[config.mk]
export PLATFORM = sky130hd
export DESIGN_NAME = row_stream_reader
export DESIGN_NICKNAME = d
export VERILOG_FILES = /design/src/rtl/row_stream_reader.sv
export SDC_FILE = /design/constraint.sdc
export NUM_CORES = 1
export LEC_CHECK = 0
export ABC_AREA = 1
export BUFFER_PORTS_ARGS = -buffer_cell sky130_fd_sc_hd__buf_2
export CELL_PAD_IN_SITES_DETAIL_PLACEMENT = 1
export CELL_PAD_IN_SITES_GLOBAL_PLACEMENT = 1
export CORE_ASPECT_RATIO = 1.2
export CORE_MARGIN = 2
export CORE_UTILIZATION = 44
export CTS_CLUSTER_DIAMETER = 100
export CTS_CLUSTER_SIZE = 40
export DETAILED_ROUTE_END_ITERATION = 8
export GPL_ROUTABILITY_DRIVEN = 0
export GPL_TIMING_DRIVEN = 0
export PLACE_DENSITY = 0.88
export SYNTH_ARGS = -nofsm -noshare
export SYNTH_HDL_FRONTEND = slang
export SYNTH_SLANG_ARGS = --single-unit
export TNS_END_PERCENT = 30
[constraint.sdc]
create_clock -name clk -period 5.05 [get_ports clk]
set_input_delay 0.7575 -clock clk [delete_from_list [all_inputs] [get_ports clk]]
set_output_delay 0.7575 -clock clk [all_outputs]
set_load 0.05 [all_outputs]
[src/rtl/row_stream_reader.sv]
// Frame reader: walks rows 0..NUM_ROWS-1 through a 1-cycle synchronous memory and
// streams them out through a 2-entry FIFO with credit-gated read issue.
module row_stream_reader #(
    parameter int NUM_ROWS  = 8,
    parameter int ROW_WIDTH = 32,
    parameter int PTR_BITS  = (NUM_ROWS > 1) ? $clog2(NUM_ROWS) : 1
) (
    input  logic                 clk,
    input  logic                 reset,
    input  logic                 start,
    output logic                 busy,
    output logic                 done,
    output logic                 rd_en,
    output logic [PTR_BITS-1:0]  rd_addr,
    input  logic [ROW_WIDTH-1:0] rd_data,
    output logic                 out_valid,
    input  logic                 out_ready,
    output logic [ROW_WIDTH-1:0] out_data,
    output logic [PTR_BITS-1:0]  out_row,
    output logic                 out_last
);

    localparam int CNT_W = $clog2(NUM_ROWS + 1);
    localparam logic [CNT_W-1:0]    ROWS_CNT  = CNT_W'(NUM_ROWS);
    localparam logic [CNT_W-1:0]    FINAL_CNT = CNT_W'(NUM_ROWS - 1);
    localparam logic [PTR_BITS-1:0] LAST_ROW  = PTR_BITS'(NUM_ROWS - 1);
    localparam int ENT_W = ROW_WIDTH + PTR_BITS + 1;

    typedef enum logic [1:0] {
        IDLE  = 2'd0,
        RUN   = 2'd1,
        DRAIN = 2'd2
    } state_t;

    state_t              state_q, state_d;
    logic [CNT_W-1:0]    issued_q, issued_d;
    logic                done_q, done_d;
    logic                inflight_q;
    logic [PTR_BITS-1:0] ret_row_q;
    logic [1:0]          count_q, count_d;
    logic [ENT_W-1:0]    head_q, head_d, tail_q, tail_d;
    logic [ENT_W-1:0]    push_ent;
    logic                pop, push, last_pop;
    logic [2:0]          occ;

    assign out_valid = (count_q != 2'd0);
    assign pop       = out_valid & out_ready;
    assign push      = inflight_q;
    assign push_ent  = {rd_data, ret_row_q, (ret_row_q == LAST_ROW)};
    assign {out_data, out_row, out_last} = head_q;
    assign last_pop  = pop & out_last;

    // Credit: entries held plus the read in flight, net of this cycle's pop, must leave room.
    assign occ     = 3'(count_q) + 3'(inflight_q) - 3'(pop);
    assign rd_en   = (state_q == RUN) && (issued_q < ROWS_CNT) && (occ < 3'd2);
    assign rd_addr = issued_q[PTR_BITS-1:0];
    assign busy    = (state_q != IDLE);
    assign done    = done_q;

    always_comb begin
        state_d  = state_q;
        issued_d = issued_q;
        done_d   = 1'b0;
        case (state_q)
            IDLE: begin
                if (start) begin
                    state_d  = RUN;
                    issued_d = '0;
                end
            end
            RUN: begin
                if (rd_en) begin
                    issued_d = issued_q + CNT_W'(1);
                    if (issued_q == FINAL_CNT) state_d = DRAIN;
                end
                if (last_pop) begin
                    state_d  = IDLE;
                    issued_d = '0;
                    done_d   = 1'b1;
                end
            end
            DRAIN: begin
                if (last_pop) begin
                    state_d  = IDLE;
                    issued_d = '0;
                    done_d   = 1'b1;
                end
            end
            default: state_d = IDLE;
        endcase
    end

    always_comb begin
        count_d = count_q;
        head_d  = head_q;
        tail_d  = tail_q;
        case (count_q)
            2'd0: begin
                if (push) begin
                    head_d  = push_ent;
                    count_d = 2'd1;
                end
            end
            2'd1: begin
                if (push && pop) begin
                    head_d = push_ent;
                end else if (push) begin
                    tail_d  = push_ent;
                    count_d = 2'd2;
                end else if (pop) begin
                    count_d = 2'd0;
                end
            end
            default: begin
                if (pop) begin
                    head_d = tail_q;
                    if (push) tail_d = push_ent;
                    else      count_d = 2'd1;
                end
            end
        endcase
    end

    always_ff @(posedge clk or negedge reset) begin
        if (!reset) begin
            state_q    <= IDLE;
            issued_q   <= '0;
            done_q     <= 1'b0;
            inflight_q <= 1'b0;
            ret_row_q  <= '0;
            count_q    <= '0;
            head_q     <= '0;
            tail_q     <= '0;
        end else begin
            state_q    <= state_d;
            issued_q   <= issued_d;
            done_q     <= done_d;
            inflight_q <= rd_en;
            if (rd_en) ret_row_q <= rd_addr;
            count_q    <= count_d;
            head_q     <= head_d;
            tail_q     <= tail_d;
        end
    end

endmodule

==> impl_metrics.json, run 1 <==
{
  "status": "finished, final reports clean",
  "clockBufferDepth": 2,
  "setup_viol": 0,
  "rsz0062_at_grt": "no",
  "path_clk_slew_ns": 0.09,
  "syn_area_um2": 3930,
  "yosysUniqueCellTypes": 30,
  "fin_crit_sh_pct": 66.2,
  "dpl.hpwl_um": 7560,
  "area_growth_pct": 19.3,
  "tightest_slew_ns": 0.506,
  "rows": 37,
  "syn_inst": 458,
  "grt_pass1_wl_um": 17500,
  "worstPathArrival_ns": 2.58,
  "max_freq_ghz": 0.299,
  "grt_max_degree": 54,
  "skew_ns": 0.0152,
  "cp_slowest_stage_delay_ns": 0.51,
  "drc_errors": 0,
  "crit_path_cell_trace": "buf_6 -> inv_2 -> nand2_2 -> inv_2 -> nor2_1 -> o21bai_1 -> fa_1 -> nand2_1 -> nor2_1 -> nand2_1 -> inv_1 -> buf_2",
  "pin_count": 79,
  "globalRoute.totalOverflow": 0,
  "cp-start-kind": "flop",
  "ys_seq_elements": 85,
  "finalPower_mw": 3.51,
  "crit_type": "flop to output pin",
  "ctsHoldBuffers": 0,
  "multiInputGateArea_um2": 1540,
  "die_w_um": 90.3,
  "clkPwrFrac_pct": 13.6,
  "numClockSinks": 85,
  "p_int_mw": 1.73,
  "drt_iter0_markers": 137,
  "cts_root_buf": "clkbuf_8",
  "fillers": 1086,
  "final-max-slew-violation-count": 0,
  "seq_area_frac_synth_pct": 54.1,
  "slew_headroom_pct": 66.3,
  "critPathMaxFanout": 8,
  "io_buffers": 78,
  "combPwrFrac_pct": 52.5,
  "vias": 3429,
  "cts_buffers": 9,
  "fin_setup_tns_ns": 0,
  "clock_latency_ns": 0.35,
  "core_um2": 8610,
  "track_usage_pct": 22.6,
  "antenna_left": 0,
  "wl_per_cell_um": 15.5,
  "syn_avg_cell_area_um2": 8.58,
  "avgViaCountPerCell": 5.13,
  "start_util_pct": 45.7,
  "post_cts_buffers": 0,
  "grt_pass1_vias": 3586,
  "fin_util_pct": 54.4,
  "hold_violations": 0,
  "p_sw_mw": 1.78,
  "tritoncts": "built",
  "p_per_area_nw_per_um2": 748,
  "cap_viol_max_count": 0,
  "crit_slowest_cell": "fa_1",
  "drt_pass1_iterations": 4,
  "worstSetupEndpointType": "output pin",
  "grt_antenna_before_repair": 0,
  "wl_um": 10400,
  "cts.repair.resized": 0,
  "syn_nets": 500,
  "ff_latch_area_um2": 2130,
  "hp-class": "input pin to asynchronous set/reset pin",
  "chipHeight_um": 108,
  "required_ns": 4.29,
  "p_seq_share_pct": 34.0,
  "drive_above_1_share_pct": 23.7,
  "nets": 590,
  "antennaDiodeCount": 0,
  "irDropWorstVdd_v": 0.000323,
  "switching_share_pct": 50.8,
  "yosys_warnings": 0,
  "h-tree-depth": 3,
  "period_needed_ns": 3.34,
  "p_leak_nw": 2.35,
  "die-area_um2": 9710
}
critical path, delay by kind of cell (launching register included):
family / cells / cell delay (ns)
compound gates: 1 / 0.10
fa+ha+maj: 1 / 0.51
buf+inv: 5 / 0.77
flops: 1 / 0.41
simple gates: 5 / 0.48
synthesized netlist by cell type (all sizes together):
| cell type | number | area (um^2) |
|---|---|---|
| o21a | 1 | 7.51 |
| nand4 | 5 | 31.3 |
| nand2 | 174 | 666 |
| fa | 1 | 20.0 |
| o21ai | 10 | 53.8 |
| a21oi | 2 | 21.3 |
| buf | 21 | 161 |
| dfrtp | 85 | 2130 |
| o21bai | 3 | 22.5 |
| nand3 | 39 | 210 |
| nor2 | 47 | 205 |
| a31oi | 35 | 219 |
| inv | 18 | 67.6 |
| o211ai | 1 | 7.51 |
| ha | 5 | 62.6 |
| xnor2 | 1 | 8.76 |
| clkbuf | 9 | 33.8 |
| or2 | 1 | 6.26 |
cells in the final DEF, fill, tap and decap left out, drive strengths merged:
| cell | instances |
|---|---|
| nor2 | 47 |
| clkinv | 2 |
| o21ai | 10 |
| clkbuf | 19 |
| ha | 5 |
| o21bai | 3 |
| o21a | 1 |
| a21oi | 2 |
| dfrtp | 85 |
| o211ai | 1 |
| nand2 | 174 |
| or2 | 1 |
| bufinv | 1 |
| clkinvlp | 2 |
| fa | 1 |
| buf | 100 |
| a31oi | 35 |
| nand3 | 39 |
| xnor2 | 1 |
| inv | 18 |
| nand4 | 5 |
power by group through the flow:
stage	Combinational (mW)	Sequential, mW	Clock [mW]
global route	2.01	1.23	0.515
CTS	1.86	1.19	0.487
global placement	1.78	1.18	0
detailed placement	1.85	1.20	0
finish	1.84	1.19	0.475
floorplan	0.881	1.67	0
area by class of cell:
| type | instances | area share [%] |
|---|---|---|
| Timing Repair Buffer | 79 | 8.97 |
| Buffer | 30 | 4.16 |
| Sequential cell | 85 | 45.4 |
| Multi-Input combinational cell | 325 | 32.9 |
| Clock buffer | 10 | 2.72 |
| Inverter | 18 | 1.44 |
| Tap cell | 117 | 3.12 |
| Clock inverter | 5 | 1.33 |
per-stage QoR:
stage          std cells  cell area [um^2]  setup WS (ns)  hold WS [ns]
3_3_place_gp         653              4470           1.87         0.454
2_1_floorplan        458              3930           2.16         0.442
5_1_grt              669              4690           1.54         0.361
3_5_place_dp         654              4500           1.80         0.458
4_1_cts              669              4690           1.69         0.351
6_report             669              4690           1.71         0.345
final timing paths:
| check | depth (start not counted) | slack, ns | endpoint | from |
|---|---|---|---|---|
| worst max-delay path | 12 | 1.71 | rd_en | count_q[1] |
| worst min-delay path | 1 | 0.35 | head_q[23] | reset |
| worst max register to register | 14 | 2.77 | issued_q[2] | count_q[1] |
| worst min register to register | 2 | 0.48 | tail_q[30] | tail_q[30] |
| max in group asynchronous | 2 | 4.08 | issued_q[0] | reset |
| min in group clk | 2 | 0.48 | tail_q[30] | tail_q[30] |
logic make-up (layout without fill, tap and decap cells):
logic type | after synthesis | after routing | share of synthesized area [%]
flops | 85 | 85 | 54.1
xor+xnor | 1 | 1 | 0.223
fa+ha+maj | 6 | 6 | 2.10
compound gates | 52 | 52 | 8.43
simple gates | 266 | 266 | 28.5
buf+inv | 48 | 142 | 6.68
layer usage:
metal / wire length [um] / up-vias / GRT usage, %
met3: 331 / 9 / 3.15
li1: - / 1660 / -
met2: 5460 / 62 / 40.0
met4: 144 / 0 / 8.57
met1: 4460 / 1698 / 28.2
met5: 0 / - / 0
state kept, by name, summed over array words and instances, names as in the netlist:
signal and flops:
head_q 36, tail_q 36, issued_q 4, ret_row_q 3, count_q 2, state_q 2, done 1, inflight_q 1
Note: power is estimated with default switching activity, not from simulation.
==> run 2: changes to the inputs <==
--- a/config.mk
+++ b/config.mk
@@ -11,13 +11,13 @@
 export CELL_PAD_IN_SITES_GLOBAL_PLACEMENT = 1
 export CORE_ASPECT_RATIO = 1.2
 export CORE_MARGIN = 2
-export CORE_UTILIZATION = 44
+export CORE_UTILIZATION = 41
 export CTS_CLUSTER_DIAMETER = 100
 export CTS_CLUSTER_SIZE = 40
 export DETAILED_ROUTE_END_ITERATION = 8
 export GPL_ROUTABILITY_DRIVEN = 0
 export GPL_TIMING_DRIVEN = 0
-export PLACE_DENSITY = 0.88
+export PLACE_DENSITY = 0.83
 export SYNTH_ARGS = -nofsm -noshare
 export SYNTH_HDL_FRONTEND = slang
 export SYNTH_SLANG_ARGS = --single-unit
==> constraint.sdc (replaced) <==
create_clock -name clk -period 3.1 [get_ports clk]
set_input_delay 0.465 -clock clk [delete_from_list [all_inputs] [get_ports clk]]
set_output_delay 0.465 -clock clk [all_outputs]
set_load 0.05 [all_outputs]
==> impl_metrics.json, run 2 (synthesized netlist as in run 1, its figures left out) <==
{
  "wl_per_cell_um": 16.1,
  "switching_share_pct": 48.4,
  "numClockSinks": 85,
  "vias": 3509,
  "cp-startpoint": "count_q[1]",
  "mostFrequentLayoutCells": "169 x nand2_1, 85 x dfrtp_1, 82 x buf_2",
  "p_leak_nw": 2.41,
  "fin_crit_sh_pct": 93.7,
  "combPwrFrac_pct": 49.4,
  "clock_latency_ns": 0.34,
  "stdcell_area_um2": 4820,
  "cts_buffers": 9,
  "cap_viol_max_count": 0,
  "met1Wirelength_um": 4490,
  "drt_iter0_markers": 107,
  "ctsHoldBuffers": 0,
  "pin_count": 79,
  "h-tree-depth": 3,
  "p_seq_share_pct": 32.0,
  "path_clk_slew_ns": 0.07,
  "period_needed_ns": 2.91,
  "reg_top3": "head_q x36, tail_q x36, issued_q x4",
  "post_cts_buffers": 0,
  "area_growth_pct": 22.6,
  "drt_pass1_iterations": 4,
  "nets": 590,
  "drive_above_1_share_pct": 24.1,
  "cp-start-kind": "flop",
  "core_um2": 9420,
  "rows": 39,
  "skew_ns": 0.00690,
  "hold_violations": 0,
  "crit_type": "flop to output pin",
  "status": "finished, final reports clean",
  "p_per_area_nw_per_um2": 1260,
  "hp-class": "input pin to asynchronous set/reset pin",
  "start_util_pct": 41.7,
  "drc_errors": 0,
  "die_w_um": 93.4,
  "globalRoute.totalOverflow": 0,
  "antenna_left": 0,
  "antennaDiodeCount": 0,
  "required_ns": 2.63,
  "tritoncts": "built",
  "max_freq_ghz": 0.344,
  "clockBufferDepth": 2,
  "worstPathArrival_ns": 2.44,
  "p_int_mw": 3.14,
  "rsz0062_at_grt": "no",
  "tightest_slew_ns": 0.581,
  "fin_setup_tns_ns": 0,
  "io_buffers": 78,
  "fillers": 1174,
  "irDropWorstVdd_v": 0.000633,
  "cts_root_buf": "clkbuf_16",
  "grt_antenna_before_repair": 0,
  "p_sw_mw": 2.95,
  "topRoutingLayerUsed": "met4",
  "slew_headroom_pct": 61.3,
  "worstReg2RegStart": "count_q[1]",
  "chipHeight_um": 111,
  "routed-wl-met2_um": 5770,
  "dpl.hpwl_um": 7580,
  "final-max-slew-violation-count": 0,
  "grt_pass1_wl_um": 18400,
  "die-area_um2": 10400,
  "worstSetupEndpointType": "output pin",
  "setup_viol": 0,
  "dpl_cell_area_um2": 4510,
  "multiInputGateArea_um2": 1540,
  "ff_latch_area_um2": 2130,
  "wl_met3_um": 375,
  "grt_pass1_vias": 3771,
  "track_usage_pct": 22.7,
  "avgViaCountPerCell": 5.19,
  "wl_um": 10900,
  "grt_max_degree": 52,
  "clkPwrFrac_pct": 18.6,
  "mostFrequentLayoutCell": "nand2_1",
  "critPathMaxFanout": 8
}
## run 2: cell count changes in the layout (fill, tap and decap cells not counted)
cell / previous run / this run
buf_2: 83 / 82
clkbuf_8: 9 / 3
clkinvlp_4: 2 / 1
clkinv_2: 0 / 1
clkbuf_16: 0 / 9
clkinv_4: 2 / 0
buf_4: 9 / 10
inv_2: 3 / 4
inv_1: 15 / 14
## run 2: final cells by class
cell class              count  area share [%]
multi-input cells         325            32.0
plain buffers              30            4.05
flip-flops and latches     85            44.1
well taps                 123            3.19
inverters                  18            1.40
repair buffers             79            8.77
clock inverters             3           0.882
clock buffers              13            5.61
## run 2: worst paths after layout
check	end	cells past startpoint	slack, ns
min	head_q[31]	1	0.07
max in group asynchronous	done	2	2.40
max	rd_en	12	0.19
min in group clk	tail_q[14]	3	0.37
min reg2reg	tail_q[29]	2	0.47
max reg2reg	state_q[1]	14	0.79
## run 2: power by group through the flow
stage,logic [mW],clock network [mW],registers (mW)
after global placement,2.90,0,1.93
after global routing,3.30,1.19,2.01
final,3.01,1.13,1.94
after floorplan,1.44,0,2.71
after detailed placement,3.00,0,1.96
after CTS,3.04,1.14,1.95
## run 2: timing repair
action	4_1_cts	5_1_grt
endpoints found under the hold margin	0	0
endpoints found under the setup margin	0	1
gates resized for setup	0	3
## run 2: worst max-delay path: stages (launching register included)
cell and delay [ns]:
dfrtp_1 0.38, buf_6 0.15, inv_2 0.05, nand2_2 0.10, inv_2 0.07, nor2_1 0.16, o21bai_1 0.11, fa_1 0.50
nand2_1 0.05, nor2_1 0.08, nand2_1 0.10, inv_2 0.13, buf_4 0.22
## run 2: per-layer routing
| layer | global-route usage, % | up-vias |
|---|---|---|
| met5 | 0 | - |
| met4 | 9.80 | 0 |
| met3 | 3.40 | 23 |
| met2 | 39.1 | 64 |
| met1 | 27.9 | 1758 |
| li1 | - | 1664 |
## run 2: stage by stage
step                      instances  power [mW]  utilization, %  hold slack (ns)  setup slack [ns]
after CTS                       676        6.13            51.2           0.0887            0.0372
after floorplan                 458        4.15               -            0.169             0.505
final                           676        6.08            51.2           0.0713             0.195
after detailed placement        660        4.95            47.8            0.453             0.440
after global routing            676        6.50            51.2            0.111            0.0220
after global placement          659        4.83            47.5            0.454             0.486
